$ cat config.mk
export PLATFORM = sky130hd
export DESIGN_NAME = noc_pe_adapter
export DESIGN_NICKNAME = d
export VERILOG_FILES = /design/src/rtl/noc_pe_adapter.sv
export SDC_FILE = /design/constraint.sdc
export NUM_CORES = 1
export LEC_CHECK = 0
export BUFFER_PORTS_ARGS = -buffer_cell sky130_fd_sc_hd__buf_2
export CAP_MARGIN = 20
export CORE_MARGIN = 10
export CORE_UTILIZATION = 41
export DETAILED_ROUTE_END_ITERATION = 8
export GPL_TIMING_DRIVEN = 0
export SYNTH_ARGS = -nofsm -noshare
export SYNTH_HDL_FRONTEND = slang
export SYNTH_SLANG_ARGS = --single-unit
$ cat constraint.sdc
create_clock -name i_clk -period 3.3 [get_ports i_clk]
set_clock_uncertainty 0.05 [all_clocks]
set_input_delay 0 -clock i_clk [delete_from_list [all_inputs] [get_ports i_clk]]
set_output_delay 0 -clock i_clk [all_outputs]
set_load 0.03 [all_outputs]
$ cat src/rtl/noc_pe_adapter.sv
// PE-to-NoC leaf adapter: TX flit FIFO, RX header check and strip, local loopback,
// and round-robin arbitration of network and loopback traffic into one RX register.
module noc_pe_adapter #(
    parameter int unsigned DataWidth = 32,
    parameter logic [7:0]  PeId      = 8'd0,
    parameter int unsigned TxDepth   = 4
) (
    input  logic                 i_clk,
    input  logic                 i_reset_n,
    input  logic [7:0]           i_pe_dest,
    input  logic [23:0]          i_pe_data,
    input  logic                 i_pe_valid,
    output logic                 o_pe_ready,
    output logic [DataWidth-1:0] o_data,
    output logic                 o_data_valid,
    input  logic                 i_data_ready,
    input  logic [DataWidth-1:0] i_data,
    input  logic                 i_data_valid,
    output logic                 o_data_ready,
    output logic [23:0]          o_pe_rx_data,
    output logic                 o_pe_rx_valid,
    input  logic                 i_pe_rx_ready,
    output logic [15:0]          o_misroute_cnt
);

    localparam int unsigned IdW   = 8;
    localparam int unsigned PayW  = 24;
    localparam int unsigned PtrW  = $clog2(TxDepth);
    localparam int unsigned CntW  = 16;

    typedef enum logic {
        GRANT_NET = 1'b0,
        GRANT_LB  = 1'b1
    } grant_e;

    logic [DataWidth-1:0] tx_mem [TxDepth];
    logic [PtrW:0]        wr_ptr, rd_ptr;
    logic                 tx_full, tx_empty;
    logic                 self_req, push_tx, push_lb, pop_tx;
    logic                 lb_full;
    logic [PayW-1:0]      lb_data;
    grant_e               last_grant;
    logic                 match, net_cand, misroute, rx_can_load;
    logic                 grant_net, grant_lb;

    // TX occupancy from wrap-bit pointers
    assign tx_empty = (wr_ptr == rd_ptr);
    assign tx_full  = (wr_ptr[PtrW] != rd_ptr[PtrW]) &&
                      (wr_ptr[PtrW-1:0] == rd_ptr[PtrW-1:0]);

    // Send steering; ready looks only at state and destination, never at a same-cycle pop
    assign self_req   = (i_pe_dest == PeId);
    assign o_pe_ready = i_reset_n & (self_req ? ~lb_full : ~tx_full);
    assign push_tx    = i_pe_valid & o_pe_ready & ~self_req;
    assign push_lb    = i_pe_valid & o_pe_ready & self_req;

    assign o_data       = tx_mem[rd_ptr[PtrW-1:0]];
    assign o_data_valid = ~tx_empty;
    assign pop_tx       = o_data_valid & i_data_ready;

    // RX classification and round-robin grant; on contention the source not granted last wins
    assign match       = (i_data[DataWidth-1 -: IdW] == PeId);
    assign net_cand    = i_data_valid & match;
    assign misroute    = i_data_valid & ~match;
    assign rx_can_load = i_reset_n & (~o_pe_rx_valid | i_pe_rx_ready);
    assign grant_net   = rx_can_load & net_cand & (~lb_full | (last_grant == GRANT_LB));
    assign grant_lb    = rx_can_load & lb_full & (~net_cand | (last_grant == GRANT_NET));

    // Misrouted flits are always drained; matching flits only when granted
    assign o_data_ready = i_reset_n & (misroute | grant_net);

    always_ff @(posedge i_clk) begin
        if (!i_reset_n) begin
            wr_ptr         <= '0;
            rd_ptr         <= '0;
            lb_full        <= 1'b0;
            o_pe_rx_valid  <= 1'b0;
            o_misroute_cnt <= '0;
            last_grant     <= GRANT_LB;
        end else begin
            if (push_tx) wr_ptr <= wr_ptr + (PtrW+1)'(1);
            if (pop_tx)  rd_ptr <= rd_ptr + (PtrW+1)'(1);
            lb_full <= push_lb | (lb_full & ~grant_lb);
            if (grant_net || grant_lb) begin
                o_pe_rx_valid <= 1'b1;
                last_grant    <= grant_net ? GRANT_NET : GRANT_LB;
            end else if (i_pe_rx_ready) begin
                o_pe_rx_valid <= 1'b0;
            end
            if (misroute && (o_misroute_cnt != {CntW{1'b1}}))
                o_misroute_cnt <= o_misroute_cnt + CntW'(1);
        end
    end

    // Payload storage needs no reset; valid flags qualify it
    always_ff @(posedge i_clk) begin
        if (push_tx) tx_mem[wr_ptr[PtrW-1:0]] <= {i_pe_dest, i_pe_data};
        if (push_lb) lb_data <= i_pe_data;
        if (grant_net)     o_pe_rx_data <= i_data[PayW-1:0];
        else if (grant_lb) o_pe_rx_data <= lb_data;
    end

endmodule

==> summary.md, run 1 <==
| Metric | Value |
|---|---|
| Measured slew at the worst slew-check pin | 0.876 ns |
| Die H | 159 um |
| First-pass GRT wire length | 28700 um |
| DR WL/cell | 19.9 um |
| Final setup vio count | 0 |
| Footprint of the multi-input gates | 2010 um^2 |
| Worst Hold End | last_grant$_SDFFE_PN1P_ |
| Via-to-Cell Ratio | 5.10 |
| Largest cells by area after synthesis | edfxtp_1 (67%), mux4_2 (9.1%), dfxtp_1 (6.8%) |
| TritonCTS Buffers | 22 |
| Max VDD drop | 0.322 mV |
| Crit path from | i_pe_dest[1] |
| Synth area leader | edfxtp_1 |
| Switching share of power | 0.227 |
| Arr. time, crit path | 2.71 ns |
| Synth top area share | 0.666 |
| Hold path cells | 5 |
| Drt drc | 0 |
| NetSw | 0.00130 W |
| Outcome | finished clean |
| Share of cells above drive strength 1 | 0.383 |
| Clock sink count | 203 |
| Combinational share of power | 0.104 |
| Syn_nets | 495 |
| Layout Utilization | 0.551 |
| Final net count | 733 |
| N_diodes | 0 |
| Synth cell types | 44 |
| Reg2reg start | last_grant$_SDFFE_PN1P_ |
| RSZ-0062 raised after global routing | no |
| Initial DRT Pass Iterations | 5 |
| Post-Syn Instances | 419 |
| Final GP Congestion | 0.765 |
| CTS Buffer Depth | 3 |
| Grt total ovfl | 0 |
| YS warnings | 0 |
| Mapped Area | 7930 um^2 |
| Largest net degree at the start of global routing | 21 |
| # port buffers | 144 |
| Fmax achieved | 0.390 GHz |
| Top cell by count, worst path | buf_6 |
| Initial antenna violation count | 0 |
| CP max FO | 11 |
| Seq. cell area | 5830 um^2 |
| Power Total | 0.00571 W |
| Slowest Stage Delay on Critical Path | 0.74 ns |
| Initial DRC count | 302 |
| Reg2reg path depth | 6 |
| Vias | 4747 |
| Final min period | 2.57 ns |
| Fill cells | 1552 |
| Power per cell area | 548 nW/um^2 |
| Total Wirelength | 18500 um |
| CTS tree | built |
| Die ar. | 25300 um^2 |
| Initial core utilization | 0.420 |
| Total core area | 18900 um^2 |
| Reg2reg setup slack | 0.82 ns |
| Slew HR | 0.413 |
| Most used DFF post-synth | edfxtp_1 |
| Worst path slowest cell | nor3_2 |
| Hold path start | i_data[30] |
| Synth top cells by count | edfxtp_1 (176), mux4_2 (32), dfxtp_1 (27) |
| Clk_lat worst skew | 0.49 ns |
| Synth async-reset ratio | 0 |
| HP Class | in -> reg |
| Pleak | 3.82 nW |
| Internal Pwr Total | 0.00441 W |
| Die Wd | 159 um |
| CP cell instances | dlygate4sd3_1 > buf_2 > nor4_1 > nand2_1 > nor3_2 > buf_6 > buf_6 |
| Worst Hold Slack | 0.0564 ns |
| Tot GR Track Use | 0.141 |
| Sequential share of the synthesized area | 0.735 |
| I/O pin cnt | 146 |
| Period utilization | 0.778 |
| FP Rows | 50 |
| Clock power frac | 0.398 |
| Clk pin slew, worst setup/hold paths | 0.06 ns |
| Post-DP HPWL | 12500 um |
| Avg Cell Area, Syn | 18.9 um^2 |
| Root buffer cell | clkbuf_16 |
| Worst r2r dst | o_pe_rx_data[11]$_DFFE_PP_ |
| Synthesis-stage register bit count | 203 |
| Register share of total power | 0.498 |
| CP endpoint kind | flip-flop |
| CP Data Required Time | 3.44 ns |
| Count leader, synth | edfxtp_1 |
| H-tree levels | 1 |
| Synth-to-Final Area Change | 31.3% |
| Final Hold Viols | 0 |
| Routed Antenna Nets | 0 |
| Post-synth EDFFs | 176 |
| Max-slew violations | 0 |
| Crit path kind | in -> reg |
| Nature of the critical path startpoint | input pin |
| Vias in the first global route | 5087 |
| Max cap viols | 0 |
[metrics by stage]
stage / setup slack, ns / area [um^2] / cells / setup TNS, ns
final: 0.734 / 10400 / 931 / 0
after global routing: 0.623 / 10400 / 931 / 0
after CTS: 0.718 / 10400 / 931 / 0
after detailed placement: 0.758 / 9120 / 830 / 0
after global placement: -1.60 / 8980 / 823 / -39.86
after floorplan: 0.519 / 7930 / 419 / 0
[critical path: cells and delay by family]
kind | cells | cell delay, ns
and+or+nand+nor | 3 | 1.55
buffers and inverters | 4 | 1.15
[cell families (layout without fill, tap and decap cells)]
family | Yosys count | after routing | synth area share
simple gates | 78 | 78 | 0.0588
mux | 64 | 64 | 0.143
fa+ha+maj | 6 | 6 | 0.00946
compound gates | 38 | 38 | 0.0323
flops | 203 | 203 | 0.735
xor+xnor | 7 | 7 | 0.00773
buf+inv | 23 | 275 | 0.0139
[power groups by stage]
stage / logic [W] / registers (W) / clock network, W
finish: 0.000595 / 0.00284 / 0.00227
CTS: 0.000606 / 0.00284 / 0.00234
detailed placement: 0.000547 / 0.00289 / 0
global placement: 0.000535 / 0.00289 / 0
floorplan: 0.000348 / 0.00290 / 0
global route: 0.000639 / 0.00284 / 0.00244
[what timing repair did]
item / CTS / global route
endpoints found under the hold margin: 197 / 0
setup buffers: 0 / 0
hold buffers: 63 / 0
gates resized for setup: 0 / 0
[worst max path at each step]
stage | to | slack (ns)
CTS | lb_data[8]$_DFFE_PP_ | 0.72
floorplan | lb_data[0]$_DFFE_PP_ | 0.52
detailed placement | o_pe_rx_data[10]$_DFFE_PP_ | 0.76
global route | lb_data[14]$_DFFE_PP_ | 0.62
global placement | lb_data[10]$_DFFE_PP_ | -1.60
finish | lb_data[14]$_DFFE_PP_ | 0.73
[cells in the final DEF (no fill, tap or decap), drive strengths merged, types with 7 or more instances in the layout]
| cell type | instances |
|---|---|
| a21oi | 13 |
| and3 | 8 |
| buf | 161 |
| clkbuf | 33 |
| clkinv | 9 |
| dfxtp | 27 |
| dlygate4sd3 | 63 |
| edfxtp | 176 |
| inv | 7 |
| mux2 | 25 |
| mux2i | 7 |
| mux4 | 32 |
| nand2 | 14 |
| nand3 | 13 |
| nor2 | 7 |
| nor4 | 8 |
| o31ai | 7 |
| or4 | 8 |
[cell type report]
type                       count  area share
clock buffer                  27      0.0567
multi-input combinational    193       0.193
clock inverter                11     0.00721
timing repair buffer         214       0.142
sequential                   203       0.559
inverter                       7     0.00252
tap                          260      0.0312
buffer                        16     0.00805
[sequential cells by signal, summed over array words and instances, names as in the netlist, named ones only]
register,count
tx_mem,128
lb_data,24
o_pe_rx_data,24
o_misroute_cnt,16
rd_ptr,3
wr_ptr,3
last_grant,1
lb_full,1
o_pe_rx_valid,1
[per-layer routing]
layer | up-vias | part of all wire | global-route usage
li1 | 2190 | - | -
met1 | 2365 | 0.44 | 0.183
met2 | 170 | 0.48 | 0.234
met3 | 22 | 0.061 | 0.0364
met4 | 0 | 0.015 | 0.0299
met5 | - | 0 | 0
Note: power is estimated with default switching activity, not from simulation.
==> run 2: changes to the inputs <==
==> constraint.sdc (replaced) <==
create_clock -name i_clk -period 2.1 [get_ports i_clk]
set_clock_uncertainty 0.05 [all_clocks]
set_input_delay 0 -clock i_clk [delete_from_list [all_inputs] [get_ports i_clk]]
set_output_delay 0 -clock i_clk [all_outputs]
set_load 0.03 [all_outputs]
==> run 2 against run 1 <==
  * Global-route usage increased by 0.50 points
  * Count of clock-buffer cells in the layout decreased by 2
  * Design area increased by 0.73%
  * Sequential cell count unchanged
  * Core utilization increased by 0.40 points
  * Total power increased by 58%
  * Critical path depth unchanged
  * Sequential power increased by 57%
==> summary.md, run 2 (same netlist as run 1, synthesis figures left out) <==
| Metric | Value |
|---|---|
| Tot GR Track Use | 0.146 |
| Slowest Stage Delay on Critical Path | 0.34 ns |
| DP Area | 9110 um^2 |
| Max-slew violations | 0 |
| Post-route design area | 10500 um^2 |
| CP cell instances | ha_2 > and4_1 > and4_1 > buf_2 > buf_6 > o311ai_2 > o41ai_1 |
| Final GP Congestion | 0.793 |
| CTS tree | built |
| Worst Slack Setup Final | 0.121 ns |
| Pre-CTS worst setup slack | -0.362 ns |
| CP endpoint | o_misroute_cnt[13]$_SDFFE_PN0P_ |
| TritonCTS Buffers | 22 |
| Initial DRT Pass Iterations | 4 |
| Share of cells above drive strength 1 | 0.406 |
| Reg2reg start | o_misroute_cnt[0]$_SDFFE_PN0P_ |
| Measured slew at the worst slew-check pin | 0.792 ns |
| Power Total | 0.00900 W |
| Post-DP HPWL | 12700 um |
| CP Data Required Time | 2.39 ns |
| Final min period | 1.98 ns |
| Worst Hold Slack | 0.0360 ns |
| Worst path slowest cell | dfxtp_2 |
| Crit path kind | reg -> reg |
| Root buffer cell | clkbuf_16 |
| Reg2reg path depth | 7 |
| Max VDD drop | 0.577 mV |
| Period utilization | 0.942 |
| Final net count | 730 |
| Routed Antenna Nets | 0 |
| Synth-to-Final Area Change | 32.3% |
| Die ar. | 25300 um^2 |
| Slew HR | 0.467 |
| HP Class | in -> reg |
| Largest delay share family, worst path | compound AO/OA/AOI/OAI gates |
| Initial antenna violation count | 1 |
| Top cell by count, worst path | and4_1 |
| Worst Path Buf+Inv | 2 |
| Largest net degree at the start of global routing | 27 |
| Power per cell area | 858 nW/um^2 |
| I/O pin cnt | 146 |
| RSZ-0062 raised after global routing | no |
| FP Rows | 50 |
| Crit path from | o_misroute_cnt[0]$_SDFFE_PN0P_ |
| Nature of the critical path startpoint | flip-flop |
| Vias | 4700 |
| Drt drc | 0 |
| Die Wd | 159 um |
| Footprint of the multi-input gates | 2060 um^2 |
| Worst r2r dst | o_misroute_cnt[13]$_SDFFE_PN0P_ |
| Clk_lat worst skew | 0.49 ns |
| Max cap viols | 0 |
| CTS Buffer Depth | 3 |
| Pleak | 3.83 nW |
| Layout Utilization | 0.555 |
| Arr. time, crit path | 2.27 ns |
| H-tree levels | 1 |
| Most frequent cells in the layout | edfxtp_1 (176), buf_2 (147), dlygate4sd3_1 (62) |
| CP max FO | 10 |
| Instance count on the critical path | 7 |
| Via-to-Cell Ratio | 5.06 |
| Clk pin slew, worst setup/hold paths | 0.06 ns |
| Seq. cell area | 5830 um^2 |
| Final Hold Viols | 0 |
| Fill cells | 1524 |
| Clock sink count | 203 |
| Reg2reg setup slack | 0.12 ns |
| Grt total ovfl | 0 |
| Number of flip-flops in the largest register | 128 |
| Initial DRC count | 301 |
| Final setup vio count | 0 |
| Die H | 159 um |
| Fmax achieved | 0.505 GHz |
| DR WL/cell | 20.6 um |
| Total core area | 18900 um^2 |
| Outcome | finished clean |
| # port buffers | 144 |
| Total Wirelength | 19100 um |
| Leading cell type in the layout, fill and taps excluded | edfxtp_1 |
| CP endpoint kind | flip-flop |
| Hold path cells | 4 |
| Initial core utilization | 0.420 |
| First-pass GRT wire length | 29700 um |
| Vias in the first global route | 5128 |
run 2: changes by cell type in the layout (fill, tap and decap cells not counted), sizes merged:
cell         previous run  this run
clkinv                  9        11
diode                   0         1
dlygate4sd3            63        62
buf                   161       160
clkbuf                 33        30
run 2: stage by stage:
stage	TNS (ns)	cells
6_report	0	929
5_1_grt	0	929
4_1_cts	0	928
3_5_place_dp	-19.63	828
3_3_place_gp	-123.54	823
2_1_floorplan	0	419
run 2: worst reg2reg max path: cells and delay by family, from the launching register on:
kind	cells	cell delay, ns
compound gates	2	0.46
flops	1	0.34
simple gates	2	0.40
fa+ha+maj	1	0.22
buf+inv	2	0.36
run 2: cell type report:
type,count,area share
diodes,1,0.000239
plain buffers,15,0.0104
clock buffers,25,0.0556
clock inverters,13,0.00883
inverters,7,0.00250
multi-input cells,193,0.196
flip-flops and latches,203,0.556
well taps,260,0.0310
repair buffers,212,0.140
run 2: worst min-delay path by stage:
stage / start / endpoint
2_1_floorplan: i_pe_data[0] / lb_data[0]$_DFFE_PP_
3_3_place_gp: i_pe_dest[4] / tx_mem[1][28]$_DFFE_PP_
3_5_place_dp: i_pe_data[2] / lb_data[2]$_DFFE_PP_
4_1_cts: i_reset_n / lb_full$_SDFF_PN0_
5_1_grt: i_reset_n / lb_full$_SDFF_PN0_
6_report: i_reset_n / lb_full$_SDFF_PN0_
run 2: timing repair:
item | CTS | global route
setup endpoints to repair | 56 | 65
hold buffers | 62 | 0
endpoints found under the hold margin | 193 | 0
pin swaps | 1 | 0
gates resized for setup | 12 | 11
buffers inserted | 1 | 0
run 2: where the power goes:
group,switching (W),internal (W),leakage (nW)
Sequential,0.0000351,0.00444,1.81
Combinational,0.000540,0.000410,1.68
Clock,0.00147,0.00211,0.334
run 2: per-layer routing:
metal  global-route usage  wire [um]  vias up  share of wire
met5                    0          0        -              0
met3               0.0369       1120       24          0.059
met2                0.236       9040      161           0.47
met4               0.0362        368        0          0.019
li1                     -          -     2191              -
met1                0.194       8560     2324           0.45
==> run 3: changes to the inputs <==
==> constraint.sdc (replaced) <==
create_clock -name i_clk -period 2.1 [get_ports i_clk]
set_clock_uncertainty 0.05 [all_clocks]
set_input_delay 0.21 -clock i_clk [delete_from_list [all_inputs] [get_ports i_clk]]
set_output_delay 0.21 -clock i_clk [all_outputs]
set_load 0.03 [all_outputs]
==> run 3 against run 2 <==
  * Sequential power barely moved
  * Maximum frequency shrank 3.6%
  * Total power increased by 0.73%
  * Core utilization is 0.62 points higher
  * Critical path depth is 4 lower
  * Non-clock buffer count is 2 lower
  * Worst hold slack got worse by 0.024 ns
  * Clock power about the same
  * Sequential share of layout area decreased by 0.52 points
  * First-iteration DRC count decreased by 23%
  * Largest cell class unchanged
  * Largest power group unchanged
  * Highest routed layer is now met5
==> summary.md, run 3 (same netlist as run 1, synthesis figures left out) <==
| Metric | Value |
|---|---|
| TritonCTS Buffers | 22 |
| Vias in the first global route | 5097 |
| Slowest Stage Delay on Critical Path | 0.51 ns |
| Vias | 4773 |
| Clk_lat worst skew | 0.50 ns |
| I/O pin cnt | 146 |
| Pre-CTS worst setup slack | -0.530 ns |
| CP endpoint | o_data[6] |
| Via-to-Cell Ratio | 5.15 |
| FP Rows | 50 |
| Worst Slack Setup Final | 0.0471 ns |
| Worst path slowest cell | mux4_2 |
| Clk pin slew, worst setup/hold paths | 0.06 ns |
| Initial DRT Pass Iterations | 4 |
| Pleak | 3.86 nW |
| Max VDD drop | 0.693 mV |
| Die ar. | 25300 um^2 |
| Fin cells | 927 |
| Clock sink count | 203 |
| Nature of the critical path startpoint | flip-flop |
| Final net count | 728 |
| Die H | 159 um |
| Arr. time, crit path | 1.79 ns |
| Share of cells above drive strength 1 | 0.427 |
| Final min period | 2.05 ns |
| DR WL/cell | 20.3 um |
| Max cap viols | 0 |
| Crit path kind | reg -> out |
| CP Data Required Time | 1.84 ns |
| Total core area | 18900 um^2 |
| Reg2reg start | o_misroute_cnt[2]$_SDFFE_PN0P_ |
| Grt total ovfl | 0 |
| # port buffers | 144 |
| Initial antenna violation count | 1 |
| Final Hold Viols | 0 |
| Measured slew at the worst slew-check pin | 0.912 ns |
| Final setup vio count | 0 |
| CP max FO | 10 |
| CTS tree | built |
| Fmax achieved | 0.487 GHz |
| CTS Buffer Depth | 3 |
| Initial core utilization | 0.420 |
| Final GP Congestion | 0.783 |
| Reg2reg path depth | 4 |
| Slew HR | 0.390 |
| Number of flip-flops in the largest register | 128 |
| Synth-to-Final Area Change | 33.7% |
| Power Total | 0.00907 W |
| Total Wirelength | 18900 um |
| Post-DP HPWL | 12500 um |
| Largest net degree at the start of global routing | 25 |
| Max-slew violations | 0 |
| CP cell instances | buf_12 > mux4_2 > buf_2 |
| Most frequent cells in the layout | edfxtp_1 (176), buf_2 (133), dlygate4sd3_1 (56) |
| N_diodes | 0 |
| CP endpoint kind | output port |
| Outcome | finished clean |
| H-tree levels | 1 |
| Tot GR Track Use | 0.146 |
| Initial DRC count | 233 |
| Cell count after placement | 828 |
| Reg2reg setup slack | 0.09 ns |
| Leading cell type in the layout, fill and taps excluded | edfxtp_1 |
| First-pass GRT wire length | 29600 um |
| HP Class | in -> reg |
| Worst Hold Slack | 0.0120 ns |
| Die Wd | 159 um |
| Worst r2r dst | o_misroute_cnt[11]$_SDFFE_PN0P_ |
| Routed Antenna Nets | 0 |
| Root buffer cell | clkbuf_16 |
| Drt drc | 0 |
| Period utilization | 0.978 |
| Power per cell area | 855 nW/um^2 |
| RSZ-0062 raised after global routing | yes |
## run 3: cell types whose count changed in the layout (fill, tap and decap cells not counted), moves of 2 or more
cell / change
buf_16: +3
dlygate4sd3_1: -6
dfxtp_1: -6
buf_6: +6
buf_4: +9
clkinvlp_4: +3
buf_2: -14
clkinv_4: -2
dfxtp_2: +5
## run 3: final cells by class
type	count	area, um^2
Sequential cell	203	5840
Fill cell	1504	8290
Multi-Input combinational cell	193	2070
Timing Repair Buffer	210	1530
Inverter	7	26.3
Clock buffer	26	566
Clock inverter	13	105
Tap cell	260	325
Buffer	15	149
## run 3: repair_timing
action / 4_1_cts / 5_1_grt
pin swaps: 3 / 2
endpoints found under the hold margin: 176 / 0
endpoints found under the setup margin: 62 / 79
hold buffers: 56 / 0
gates resized for setup: 43 / 27
gates cloned: 0 / 0
buffers inserted: 1 / 4
## run 3: critical path, delay by kind of cell, from the launching register on
kind     cells  cell delay, ns
flops        1            0.41
mux          1            0.51
buf+inv      2            0.37
## run 3: worst min-delay path by stage
stage,cells after the start,startpoint,to
after floorplan,0,i_pe_data[0],lb_data[0]$_DFFE_PP_
after global placement,1,i_pe_dest[4],tx_mem[3][28]$_DFFE_PP_
after detailed placement,1,i_pe_data[2],lb_data[2]$_DFFE_PP_
after CTS,3,i_pe_rx_ready,o_pe_rx_valid$_SDFFE_PN0P_
after global routing,3,i_pe_rx_ready,o_pe_rx_valid$_SDFFE_PN0P_
final,3,i_pe_rx_ready,o_pe_rx_valid$_SDFFE_PN0P_
## run 3: power breakdown
part	total [W]	switching [W]	internal (W)
clock	0.00357	0.00152	0.00205
sequential	0.00448	0.0000369	0.00444
combinational	0.00102	0.000545	0.000473
## run 3: per-stage QoR
stage	instance area, um^2	TNS (ns)	utilization
after global placement	8990	-145.87	0.476
after floorplan	7950	-0.278	-
after detailed placement	9130	-42.26	0.483
after global routing	10600	-0.110	0.561
after CTS	10500	-0.0127	0.556
final	10600	0	0.561
## run 3: per-layer routing
layer  track usage  vias up  part of all wire
li1              -     2182                 -
met4        0.0396        2             0.015
met1         0.191     2402              0.44
met5             0        -           0.00069
met2         0.238      165              0.49
met3        0.0336       22             0.059
